--- config.mk ---
export PLATFORM = sky130hd
export DESIGN_NAME = wb_writeback_arbiter
export DESIGN_NICKNAME = d
export VERILOG_FILES = /design/src/rtl/wb_writeback_arbiter.sv
export SDC_FILE = /design/constraint.sdc
export NUM_CORES = 1
export LEC_CHECK = 0
export ABC_AREA = 1
export BUFFER_PORTS_ARGS = -buffer_cell sky130_fd_sc_hd__buf_2
export CORE_ASPECT_RATIO = 1.1
export CORE_MARGIN = 5
export CORE_UTILIZATION = 35
export CTS_CLUSTER_SIZE = 10
export DETAILED_ROUTE_END_ITERATION = 8
export GPL_ROUTABILITY_DRIVEN = 0
export HOLD_SLACK_MARGIN = 0.1
export PLACE_DENSITY = 0.64
export REMOVE_ABC_BUFFERS = 1
export SLEW_MARGIN = 5
export SYNTH_ARGS = -nofsm -noshare
export SYNTH_HDL_FRONTEND = slang
export SYNTH_SLANG_ARGS = --single-unit
--- constraint.sdc ---
create_clock -name clk -period 1.4 [get_ports clk]
set_clock_uncertainty 0.15 [all_clocks]
set_input_delay 0.14 -clock clk [delete_from_list [all_inputs] [get_ports clk]]
set_output_delay 0.14 -clock clk [all_outputs]
set_load 0.02 [all_outputs]
--- src/rtl/wb_writeback_arbiter.sv ---
// Writeback arbiter: merges ALU (port A) and load (port L) results onto the
// single register-file write port. Round-robin on contention, load byte/half
// extraction with sign/zero extension, misalignment and illegal-type detection,
// registered outputs and a retired-write counter.
module wb_writeback_arbiter #(
    parameter int XLEN  = 32,
    parameter int RA_W  = 5,
    parameter int CNT_W = 16
) (
    input  logic             clk,
    input  logic             rst_n,
    input  logic             a_valid,
    output logic             a_ready,
    input  logic [RA_W-1:0]  a_rd,
    input  logic [XLEN-1:0]  a_data,
    input  logic             l_valid,
    output logic             l_ready,
    input  logic [RA_W-1:0]  l_rd,
    input  logic [XLEN-1:0]  l_data,
    input  logic [1:0]       l_addr_lo,
    input  logic [2:0]       l_funct3,
    output logic             rf_wr_en,
    output logic [RA_W-1:0]  rf_rd,
    output logic [XLEN-1:0]  rf_wr_data,
    output logic             ld_err,
    output logic [CNT_W-1:0] retire_cnt
);

    // Which source won the most recent grant; the other one wins a tie.
    typedef enum logic {
        SRC_A = 1'b0,
        SRC_L = 1'b1
    } src_e;

    src_e             last_grant_q, last_grant_d;
    logic             wr_en_q, wr_en_d;
    logic [RA_W-1:0]  rd_q, rd_d;
    logic [XLEN-1:0]  data_q, data_d;
    logic             err_q, err_d;
    logic [CNT_W-1:0] cnt_q, cnt_d;
    logic             grant_a_s, grant_l_s;
    logic             ld_bad_s;
    logic [XLEN-1:0]  ld_val_s;

    // Select byte/halfword from the aligned word and extend it to XLEN.
    function automatic logic [XLEN-1:0] ld_extract(input logic [XLEN-1:0] word,
                                                   input logic [1:0]      addr,
                                                   input logic [2:0]      f3);
        logic [7:0]      b;
        logic [15:0]     h;
        logic [XLEN-1:0] res;
        b = word[{addr, 3'b000} +: 8];
        h = word[{addr[1], 4'b0000} +: 16];
        case (f3)
            3'b000:  res = {{(XLEN-8){b[7]}}, b};
            3'b001:  res = {{(XLEN-16){h[15]}}, h};
            3'b100:  res = {{(XLEN-8){1'b0}}, b};
            3'b101:  res = {{(XLEN-16){1'b0}}, h};
            default: res = word;
        endcase
        return res;
    endfunction

    // A load is bad when misaligned for its size or its type code is not a load.
    function automatic logic ld_bad(input logic [1:0] addr, input logic [2:0] f3);
        logic bad;
        case (f3)
            3'b000, 3'b100: bad = 1'b0;
            3'b001, 3'b101: bad = addr[0];
            3'b010:         bad = (addr != 2'b00);
            default:        bad = 1'b1;
        endcase
        return bad;
    endfunction

    assign ld_bad_s = ld_bad(l_addr_lo, l_funct3);
    assign ld_val_s = ld_extract(l_data, l_addr_lo, l_funct3);

    // Round-robin grant; nothing is accepted while reset is asserted.
    always_comb begin
        grant_a_s = 1'b0;
        grant_l_s = 1'b0;
        if (!rst_n) begin
            grant_a_s = 1'b0;
            grant_l_s = 1'b0;
        end else if (a_valid && l_valid) begin
            if (last_grant_q == SRC_L) begin
                grant_a_s = 1'b1;
            end else begin
                grant_l_s = 1'b1;
            end
        end else begin
            grant_a_s = a_valid;
            grant_l_s = l_valid;
        end
    end

    assign a_ready = grant_a_s;
    assign l_ready = grant_l_s;

    // Next-state for the registered write port, error pulse and counter.
    always_comb begin
        last_grant_d = last_grant_q;
        wr_en_d      = 1'b0;
        rd_d         = rd_q;
        data_d       = data_q;
        err_d        = 1'b0;
        if (grant_a_s) begin
            last_grant_d = SRC_A;
            wr_en_d      = (a_rd != {RA_W{1'b0}});
            rd_d         = a_rd;
            data_d       = a_data;
        end else if (grant_l_s) begin
            last_grant_d = SRC_L;
            err_d        = ld_bad_s;
            wr_en_d      = !ld_bad_s && (l_rd != {RA_W{1'b0}});
            rd_d         = l_rd;
            data_d       = ld_val_s;
        end else begin
            last_grant_d = last_grant_q;
        end
        if (wr_en_d) begin
            cnt_d = cnt_q + CNT_W'(1);
        end else begin
            cnt_d = cnt_q;
        end
    end

    // State registers with synchronous active-low reset; in-flight result is dropped.
    always_ff @(posedge clk) begin
        if (!rst_n) begin
            last_grant_q <= SRC_L;
            wr_en_q      <= 1'b0;
            rd_q         <= {RA_W{1'b0}};
            data_q       <= {XLEN{1'b0}};
            err_q        <= 1'b0;
            cnt_q        <= {CNT_W{1'b0}};
        end else begin
            last_grant_q <= last_grant_d;
            wr_en_q      <= wr_en_d;
            rd_q         <= rd_d;
            data_q       <= data_d;
            err_q        <= err_d;
            cnt_q        <= cnt_d;
        end
    end

    assign rf_wr_en   = wr_en_q;
    assign rf_rd      = rd_q;
    assign rf_wr_data = data_q;
    assign ld_err     = err_q;
    assign retire_cnt = cnt_q;

endmodule

After elaboration in Yosys (flattened, before gate mapping)
Cells that the tools add are included.
{"block": "totals", "ff_bits": 56, "out_inout_bits": 57}
{"block": "op_classes", "addsub": 1, "n_eq_ne": 4, "shifts": 2, "n_mux": 16, "n_bitwise": 2, "reduce_logical": 11}
{"cell": "32-bit one-hot mux with 4 select lines", "count": 1}
{"cell": "32-bit 2-to-1 mux", "count": 2}
{"cell": "32-bit by 6-bit indexed part select with 16-bit output", "count": 1}
{"cell": "32-bit by 6-bit indexed part select with 8-bit output", "count": 1}
{"cell": "16-bit by 1-bit adder with 16-bit output (second input constant)", "count": 1}
{"cell": "1-bit 2-to-1 mux", "count": 10}
{"cell": "5-bit 2-to-1 mux", "count": 2}
{"cell": "5-bit nonzero test", "count": 2}
{"cell": "3-bit == test (second input constant)", "count": 2}
{"cell": "2-bit nonzero test", "count": 2}
{"cell": "2-bit OR reduction", "count": 2}
{"cell": "3-bit by 1-bit == test with 1-bit output (second input constant)", "count": 1}
{"cell": "3-bit by 2-bit == test with 1-bit output (second input constant)", "count": 1}
{"cell": "3-bit zero test", "count": 1}
{"cell": "1-bit one-hot mux with 3 select lines", "count": 1}
{"cell": "3-bit OR reduction", "count": 1}
{"cell": "1-bit logical AND", "count": 2}
{"cell": "1-bit NOT", "count": 2}
{"cell": "1-bit zero test", "count": 1}

Logic depth before layout (Yosys ltp)
{"block": "logic_depth", "depth_word": 7, "mapped_depth": 9, "ltp_nobuf": 9}

Least setup slack after synthesis
No wires, ideal clock.
{"block": "synth_timing", "path_kind": "register to register", "start": "reg cnt_q[0] (netlist: retire_cnt[0])", "end": "reg cnt_q[12] (netlist: retire_cnt[12])", "setup_time_ps": 132, "arrival_ps": 1338, "required_time_ps": 1118, "path_slack_ps": -221, "path_stages_with_launch": 8, "path_buffers": 0, "synth_period_minus_slack_ps": 1621, "cell_sequence": "dfxtp_1 -> ha_1 -> nand2_1 -> nor2_1 -> nand3_1 -> xnor2_1 -> nand2_1 -> a21oi_1"}
{"block": "synth_via", "elab_chain_cells": 1}
{"element": "start: declaration", "line": "40", "text": "logic [CNT_W-1:0] cnt_q, cnt_d;"}
{"element": "start signal: assignment", "line": "137", "text": "cnt_q <= {CNT_W{1'b0}};"}
{"element": "start signal: assignment", "line": "144", "text": "cnt_q <= cnt_d;"}
{"element": "16-bit by 1-bit adder with 16-bit output", "line": "123", "text": "cnt_d = cnt_q + CNT_W'(1);"}
Every way passes these cells.
A chain may end at the register's enable or synchronous reset.

Final worst setup path
{"block": "layout_timing", "start": "reg last_grant_q", "end": "reg cnt_q[11] (netlist: retire_cnt[11])"}
{"block": "layout_via", "elab_chain_cells": 5, "elab_cells_between_ends": 8}
{"element": "start: declaration", "line": "35", "text": "src_e last_grant_q, last_grant_d;"}
{"element": "start signal: assignment", "line": "139", "text": "last_grant_q <= last_grant_d;"}
{"element": "1-bit 2-to-1 mux", "line": "87", "text": "if (last_grant_q == SRC_L) begin"}
{"element": "1-bit 2-to-1 mux", "line": "86", "text": "end else if (a_valid && l_valid) begin"}
{"element": "1-bit 2-to-1 mux", "line": "83", "text": "if (!rst_n) begin"}
{"element": "1-bit 2-to-1 mux", "line": "113", "text": "end else if (grant_l_s) begin"}
{"element": "1-bit 2-to-1 mux (*)", "line": "108", "text": "if (grant_a_s) begin"}
Mark *: on every way between the ends. The rest lies on a longest branch, timed or not.

==> qor.yml <==
status: "finished, violations left"
violations: "negative setup slack"
period_share_pct: 109
die_w_um: 107
antenna_found_initial: 0
setup_viol: 41
die_area_um2: 12500
vias: 4705
yosys.area.top_type: "dfxtp_1"
min_from: "l_valid"
drive_above_1_share_pct: 40.1
synth.avg_cell_area_um2: 6.73
drt_first_pass_iters: 5
yosys_warnings: 0
end_kind: "flop"
core_area_um2: 10200
hold_class: "input port to flop"
slowest_stage: "dfxtp_2"
min_period_ps: 1520
port_buffers: 139
areaGrowthSynthToFinish_pct: 68.0
synth_area_leaders: "dfxtp_1 (31%), nand2_1 (11%), o21ai_0 (7.5%)"
grt_overflow: 0
ys_seq_area_share_pct: 31.0
cts_tree: "done"
critPathKind: "flop to flop"
final_cell_count_no_fill: 913
grt_util_all_layers_pct: 22.3
fmax_mhz: 657
rows: 39
utilization_pct: 59.2
cts_max_level: 2
met3WireLength_um: 1140
path_buf_inv: 1
viasPerCell: 5.15
root_buffer: "clkbuf_16"
cts_buffers: 5
grt_pass1_vias: 4674
ant_nets: 0
yosysTopAreaCellShare_pct: 31.0
wirelength_um: 14700
r2r_start: "last_grant_q"
critPathTopFamily: "simple AND/OR/NAND/NOR gates"
ys_types: 37
max_stage_delay_ps: 330
path_cells: "nand2_2 > nand3_4 > a31oi_4 > nand2_8 > clkbuf_16 > nand3_2 > a21oi_2"
fin_hold_ws_ps: 94.8
wl_met1_um: 5870
hold_viol: 0
pin_count: 140
tightest_slew_ps: 311
finalWorstSetupSlack_ps: -122
grt_first_pass_wirelength_um: 22300
ys_ff_latch: 56
hpwl_um: 9800
placedCellCount: 826
worst-path-max-fanout: 7
rsz0062_at_grt: "true"
slew_viol_final: 0
dieHeight_um: 117
startpoint_type: "flop"
initial_core_util_pct: 35.3
cts_sinks: 56
cp.required_ps: 1450
wire_per_inst_um: 16.1
worstPathArrival_ps: 1580
syn-cell-area_um2: 3610
ir_drop_uv: 451
clk_latency_ps: 310
synthCells: 537
leakage_nw: 3.02
wl_met2_um: 7330
grt_max_degree: 26
cts.clk_slew.worst_paths_ps: 80
top_layer_used: "met4"
initialDrtViolationCount: 298
powerDensity_nw_per_um2: 743
tns_ps: -2230
clockBufferDepth: 2
n_antenna_cell: 0
fin_nets: 873
drc: 0
crit_start: "last_grant_q"
maxSlewHeadroom_pct: 79.0
cap_violations: 0
## timing repair
| item | 4_1_cts | 5_1_grt |
|---|---|---|
| buffers inserted | 13 | 5 |
| gates cloned | 2 | 5 |
| pin swaps | 12 | 22 |
| setup endpoints to repair | 49 | 55 |
| hold buffers | 54 | 0 |
| endpoints found under the hold margin | 39 | 0 |
| resized for setup | 48 | 55 |
## synth_stat cells, drive strengths merged
| cell | n |
|---|---|
| xnor2 | 6 |
| dfxtp | 56 |
| buf | 21 |
| nor2 | 47 |
| inv | 69 |
| o21bai | 7 |
| nand2 | 126 |
| a22oi | 1 |
| nand4 | 10 |
| xor2 | 6 |
| clkbuf | 7 |
| a21oi | 42 |
| nand3 | 43 |
| o221ai | 6 |
| a31oi | 4 |
| ha | 1 |
| nand3b | 1 |
| or2 | 10 |
| o21ai | 56 |
| o211ai | 17 |
| clkinv | 1 |
## worst min-delay path, cell delays in order
cell and delay [ps]:
buf_2 140, nand3_4 150, nor2_1 70
## worst paths after layout
check                   end  depth (start not counted)  slack (ps)
max reg2reg  retire_cnt[11]                          7        -120
min                  ld_err                          3          90
min reg2reg        rf_rd[3]                          2         360
max          retire_cnt[11]                          7        -120
## flip-flops by register name, indices dropped and copies added, names as in the netlist
name	flops
ld_err	1
rf_rd	5
rf_wr_en	1
retire_cnt	16
rf_wr_data	32
last_grant_q	1
## layout by cell type (no fill, tap or decap), types with 7 or more instances in the layout
cell,synthesis,routed
nand3_4,2,8
o21bai_1,7,7
nand3_2,1,10
a21oi_1,34,29
buf_12,1,8
o211ai_1,17,17
dfxtp_1,56,51
buf_6,5,7
nand4_1,10,10
dlygate4sd3_1,0,54
inv_1,65,63
buf_4,3,58
nand2_2,15,16
nand3_1,40,25
o21ai_2,0,11
buf_2,11,137
o21ai_1,1,12
nand2_1,108,104
o21ai_0,54,32
clkbuf_16,0,8
a21oi_2,8,13
nor2_1,47,42
## kinds of logic after synthesis
logic type	after synthesis	share of synthesized area, %
compound gates	133	22.9
simple gates	237	30.3
fa+ha+maj	1	0.346
xor+xnor	12	2.91
flops	56	31.0
buf+inv	98	12.5
## where the power goes
group	internal, mW	total (mW)	switching [mW]
combinational	0.645	1.42	0.777
sequential	1.70	1.76	0.0588
clock	0.669	1.33	0.659
## layer usage
metal  global-route usage [%]  vias up
li1                         -     2274
met1                     26.3     2156
met5                        0        -
met3                     4.70       29
met2                     40.1      246
met4                     8.01        0
## final cells by class
type                    instances  area [um^2]
clock buffers                   5          125
clock inverters                 3         23.8
fillers                       910         4180
inverters                      70          275
multi-input cells             386         2330
flip-flops and latches         56         1130
well taps                     123          154
repair buffers                270         2030
## stage by stage
| step | setup slack [ps] | total power, mW | cell area, um^2 |
|---|---|---|---|
| 2_1_floorplan | -342 | 2.34 | 3430 |
| 3_3_place_gp | -91.2 | 2.87 | 4780 |
| 3_5_place_dp | -163 | 2.89 | 4780 |
| 4_1_cts | -82.8 | 4.40 | 5740 |
| 5_1_grt | -227 | 4.72 | 6070 |
| 6_report | -122 | 4.51 | 6070 |
(Power assumes the default switching activity.)
